`config.mk`:
```
export PLATFORM = sky130hd
export DESIGN_NAME = pwm
export DESIGN_NICKNAME = d
export VERILOG_FILES = /design/src/rtl/pwm.sv
export SDC_FILE = /design/constraint.sdc
export NUM_CORES = 1
export LEC_CHECK = 0
export BUFFER_PORTS_ARGS = -buffer_cell sky130_fd_sc_hd__buf_2
export CAP_MARGIN = 15
export CORE_MARGIN = 2
export CORE_UTILIZATION = 35
export DETAILED_ROUTE_END_ITERATION = 10
export GPL_TIMING_DRIVEN = 0
export HOLD_SLACK_MARGIN = 0.1
export SYNTH_ARGS = -nofsm -noshare
export SYNTH_HDL_FRONTEND = slang
export SYNTH_SLANG_ARGS = --single-unit
```
`constraint.sdc`:
```
create_clock -name clk -period 5.6 [get_ports clk]
set_clock_uncertainty 0.15 [all_clocks]
set_input_delay 1.12 -clock clk [delete_from_list [all_inputs] [get_ports clk]]
set_output_delay 1.12 -clock clk [all_outputs]
set_load 0.1 [all_outputs]
```
`src/rtl/pwm.sv`:
```
`default_nettype none
// ============================================================================
//  Module      : pwm
//  Description : Button-controlled PWM generator. Two active-low push-buttons
//                are synchronised and debounced; each accepted press steps the
//                duty up or down with saturation. A free-running period
//                counter compares against a shadow duty that is only updated
//                at period boundaries, so every period is whole.
//  Revision    : 1.0 - initial release
// ============================================================================
module pwm #(
    parameter int unsigned PERIOD_CYCLES   = 100,
    parameter int unsigned DUTY_STEP       = 10,
    parameter int unsigned DUTY_RESET      = 50,
    parameter int unsigned DEBOUNCE_CYCLES = 2
) (
    input  logic clk,
    input  logic rst,
    input  logic pb_inc,
    input  logic pb_dec,
    output logic pwm_out
);

    localparam int unsigned CW  = $clog2(PERIOD_CYCLES);
    localparam int unsigned DW  = $clog2(PERIOD_CYCLES + 1);
    localparam int unsigned DBW = (DEBOUNCE_CYCLES > 1) ? $clog2(DEBOUNCE_CYCLES) : 1;

    localparam logic [CW-1:0]  c_cnt_last = CW'(PERIOD_CYCLES - 1);
    localparam logic [DW-1:0]  c_duty_max = DW'(PERIOD_CYCLES);
    localparam logic [DW-1:0]  c_duty_rst = DW'(DUTY_RESET);
    // A step larger than the period saturates identically to a step equal to it.
    localparam logic [DW-1:0]  c_step     = DW'((DUTY_STEP > PERIOD_CYCLES) ? PERIOD_CYCLES : DUTY_STEP);
    // Any duty at or above this value saturates to the maximum on increment.
    localparam logic [DW-1:0]  c_inc_lim  = c_duty_max - c_step;
    localparam logic [DBW-1:0] c_db_last  = DBW'(DEBOUNCE_CYCLES - 1);

    logic [1:0] w_pb;
    logic [1:0] w_step;
    logic       w_inc;
    logic       w_dec;

    assign w_pb = {pb_dec, pb_inc};

    // Per-button conditioning: index 0 is increment, index 1 is decrement.
    for (genvar gi = 0; gi < 2; gi++) begin : g_btn
        logic           r_sync1;
        logic           r_sync2;
        logic           r_db;
        logic           r_db_q;
        logic [DBW-1:0] r_dcnt;
        logic           w_pressed;

        // Two-flop synchroniser; resets to the released level.
        always_ff @(posedge clk or negedge rst) begin
            if (!rst) begin
                r_sync1 <= 1'b1;
                r_sync2 <= 1'b1;
            end else begin
                r_sync1 <= w_pb[gi];
                r_sync2 <= r_sync1;
            end
        end

        assign w_pressed = ~r_sync2;

        // Debounce: the level must differ from db for DEBOUNCE_CYCLES clocks in a row.
        always_ff @(posedge clk or negedge rst) begin
            if (!rst) begin
                r_db   <= 1'b0;
                r_dcnt <= '0;
            end else if (w_pressed != r_db) begin
                if (r_dcnt == c_db_last) begin
                    r_db   <= w_pressed;
                    r_dcnt <= '0;
                end else begin
                    r_dcnt <= r_dcnt + 1'b1;
                end
            end else begin
                r_dcnt <= '0;
            end
        end

        // Delayed copy of db for rising-edge detection.
        always_ff @(posedge clk or negedge rst) begin
            if (!rst) begin
                r_db_q <= 1'b0;
            end else begin
                r_db_q <= r_db;
            end
        end

        // Press only (0->1); release and hold produce no step.
        assign w_step[gi] = r_db & ~r_db_q;
    end

    assign w_inc = w_step[0];
    assign w_dec = w_step[1];

    logic [DW-1:0] r_duty;
    logic [DW-1:0] r_duty_act;
    logic [CW-1:0] r_cnt;

    // Duty register: saturating step, compare before arithmetic, both pulses cancel.
    always_ff @(posedge clk or negedge rst) begin
        if (!rst) begin
            r_duty <= c_duty_rst;
        end else if (w_inc && !w_dec) begin
            r_duty <= (r_duty >= c_inc_lim) ? c_duty_max : (r_duty + c_step);
        end else if (w_dec && !w_inc) begin
            r_duty <= (r_duty < c_step) ? '0 : (r_duty - c_step);
        end
    end

    // Free-running period counter 0..PERIOD_CYCLES-1.
    always_ff @(posedge clk or negedge rst) begin
        if (!rst) begin
            r_cnt <= '0;
        end else if (r_cnt == c_cnt_last) begin
            r_cnt <= '0;
        end else begin
            r_cnt <= r_cnt + 1'b1;
        end
    end

    // Shadow duty picked up on the last count so the new value starts a fresh period.
    always_ff @(posedge clk or negedge rst) begin
        if (!rst) begin
            r_duty_act <= c_duty_rst;
        end else if (r_cnt == c_cnt_last) begin
            r_duty_act <= r_duty;
        end
    end

    // Registered compare: high for exactly duty_act cycles of each period.
    always_ff @(posedge clk or negedge rst) begin
        if (!rst) begin
            pwm_out <= 1'b0;
        end else begin
            pwm_out <= (DW'(r_cnt) < r_duty_act);
        end
    end

endmodule
`default_nettype wire

```
==> run_results.csv <==
group,metric,value,unit
yosys,synth_most_common_cell,"dfrtp_1",
yosys,ys_warn_count,0,
timing,post-route-period-util,41.2,%
yosys,synth_top_area_share,33.4,%
yosys,synth-xor-area-share,3.51,%
clock_tree,cts_root_buf,"clkbuf_8",
yosys,synthSimpleGateAreaFrac,14.8,%
hold_path,hp-class,"reg2reg",
routing,wl,2670,um
timing,relSlewSlack,57.1,%
timing,finalHoldViolations,0,
setup_path,slowest_delay,0.44,ns
setup_path,endpoint_kind,"flop",
grt,grt_usage,12.6,%
yosys,synth_seq_area_share,50.9,%
routing,via_count,1113,
setup_path,start_kind,"flop",
routing,wl_per_cell,12.7,um
grt,grt_pass1_wl,4840,um
setup_path,crit_arrival,2.32,ns
grt,grt_max_degree,31,
yosys,synth_fa_ha_area_share,8.35,%
yosys,synth_top_family_by_area,"compound AO/OA/AOI/OAI gates",
yosys,synth_top_area_cell,"dfrtp_1",
placement,pre_cts_ws,3.29,ns
timing,setup-tns-final,0,ns
setup_path,crit_required,5.61,ns
yosys,ys_ff_latch,30,
timing,setup_viol,0,
die,die-area,4820,um2
routing,ant_nets,0,
setup_path,cp_max_fo,6,
die,coreArea,4060,um2
status,status,"finished, final reports clean",
yosys,synth_area_leaders,"dfrtp_1 (33%), dfstp_2 (18%), ha_1 (8.3%)",
yosys,syn_nets,162,
clock_tree,post_cts_resized,0,
power,p_comb_share,41.1,%
grt,gr-total-overflow,0,
clock_tree,clk_pin_slew,0.06,ns
clock_tree,cts_tree,"done",
setup_path,worstRegToRegCells,7,
power,seqPwrFrac,37.4,%
clock_tree,cts_made_buffers,5,
timing,worstMarginPinSlew,0.644,ns
placement,place_congestion,0.872,
yosys,synth_mux_area_share,0.668,%
timing,finalMaxSlewViolations,0,
placement,hpwl,1930,um
grt,grt_pass1_vias,1129,
yosys,synth_edf_count,0,
setup_path,cp_cell_sequence,"inv_1 > ha_1 > and2b_4 > or4_4 > and2_4 > a221oi_2 > a21oi_1",
setup_path,path_class,"reg2reg",
run,max-cap-violations,0,
power,p_sw_share,37.8,%
power,pwr-share-clk,21.5,%
cells_and_area,nets,173,
power,cellPowerDensity,492,nW/um2
yosys,syn-cell-area,1500,um2
clock_tree,hold_buffers,0,
power,internal_power,0.513,mW
die,floorplan.initialDensity,36.9,%
clock_tree,cts_buffer_depth,2,
placement,dpl.cell_count,202,
cells_and_area,drive_above_1_share,18.8,%
placement,port_buffers,4,
die,io_pins,5,
timing,rsz0062_at_grt,"false",
setup_path,r2r_slack,3.29,ns
yosys,ys.flop_type,"dfrtp_1",
yosys,synth_common_cells,"dfrtp_1 (20), nor2_1 (16), nand2_1 (14)",
die,die_x,69.4,um
grt,antenna_found_initial,0,
yosys,synth_compound_area_share,17.6,%
power,ir_worst_vdd,0.168,mV
clock_tree,cts_setup_buffers,0,
timing,fin_ws,3.29,ns
yosys,synth.distinct_cells,36,
hold_path,holdPathStages,0,
timing,fmax,434,MHz
cells_and_area,stdcell_count,210,
yosys,syn_area_per_cell,10.1,um2
cells_and_area,synthToLayoutAreaGrowth,11.9,%
power,p_leak,0.689,nW
yosys,netlist_instances,148,
setup_path,critical_path.slowest_cell,"dfrtp_1",
cells_and_area,post-route-cell-area,1680,um2
cells_and_area,antenna_cells,0,
clock_tree,clock-sinks,30,
timing,layout_min_cycle_time,2.31,ns
routing,drt_iter0_drc,73,
power,p_switching,0.312,mW
routing,dr.pass1.iters,4,
die,rows,23,
power,p_total,0.825,mW
yosys,async_reset_ff_share,100,%
placement,dpl_cell_area,1580,um2
routing,drc,0,
routing,via_per_inst,5.30,
clock_tree,h-tree-depth,2,
die,die_y,69.4,um
clock_tree,clk_latency,0.28,ns
[worst max-delay path: cells and delay by family (launching register included)]
kind / cells / cell delay, ns
buf+inv: 1 / 0.11
flops: 1 / 0.44
fa+ha+maj: 1 / 0.26
compound gates: 2 / 0.36
simple gates: 3 / 0.87
[flip-flops by register name, summed over array words and instances, names as in the netlist]
register	count
g_btn.r_db_q	2
g_btn.r_sync1	2
g_btn.r_sync2	2
r_duty_act	6
r_duty	6
r_cnt	7
g_btn.r_dcnt	2
g_btn.r_db	2
pwm_out	1
[cell usage in the layout, fill, tap and decap left out, drive strengths merged, types with 3 or more instances in the layout]
cell type | Yosys | final
nand2 | 14 | 14
o21ai | 10 | 10
xnor2 | 4 | 4
inv | 10 | 10
nor2 | 16 | 16
ha | 10 | 10
a21oi | 12 | 12
nand3 | 5 | 5
o21a | 3 | 3
dfrtp | 20 | 20
dfstp | 10 | 10
clkbuf | 4 | 10
buf | 2 | 6
[final cells by class]
type                            count  area (um2)
Inverter                           10        37.5
Fill cell                         382        2380
Timing Repair Buffer                4        20.0
Multi-Input combinational cell    102         673
Buffer                              6        25.0
Clock inverter                      2        12.5
Tap cell                           50        62.6
Clock buffer                        6        82.6
Sequential cell                    30         763
[path summary, 6_finish.rpt]
kind | startpoint | endpoint
worst max-delay path | r_duty[2]$_DFFE_PN0P_ | r_duty[3]$_DFFE_PN0P_
min in group asynchronous | rst | g_btn[1].r_db$_DFFE_PN0P_
max in group asynchronous | rst | r_cnt[6]$_DFF_PN0_
worst min-delay path | g_btn[1].r_sync1$_DFF_PN1_ | g_btn[1].r_sync2$_DFF_PN1_
worst max register to register | r_duty[2]$_DFFE_PN0P_ | r_duty[3]$_DFFE_PN0P_
worst min register to register | g_btn[1].r_sync1$_DFF_PN1_ | g_btn[1].r_sync2$_DFF_PN1_
[metal layers]
layer	global-route usage (%)	up-vias	part of all wire (%)	routed length, um
li1	-	542	-	-
met5	0	-	0	0
met1	15.2	548	46	1230
met2	20.0	15	49	1310
met4	8.28	0	2.7	72
met3	3.05	8	2.3	61
[through the flow]
| stage | hold slack (ns) | util, % |
|---|---|---|
| 2_1_floorplan | 0.195 | - |
| 3_3_place_gp | 0.196 | 39.0 |
| 3_5_place_dp | 0.199 | 39.0 |
| 4_1_cts | 0.209 | 41.3 |
| 5_1_grt | 0.211 | 41.3 |
| 6_report | 0.207 | 41.3 |
[power groups by stage]
stage          combinational [mW]  clock, mW  sequential, mW
3_3_place_gp                0.323          0           0.310
5_1_grt                     0.381      0.196           0.317
4_1_cts                     0.338      0.185           0.309
6_report                    0.339      0.178           0.309
3_5_place_dp                0.337          0           0.313
2_1_floorplan               0.272          0           0.303
[cells by family after synthesis]
kind of cell / count (synthesis)
AOI/OAI and AO/OA: 39
xor gates and xnor gates: 6
adders and majority gates: 10
buffers and inverters: 16
DFF: 30
muxes: 1
and+or+nand+nor: 46
Note: power is estimated with default switching activity, not from simulation.
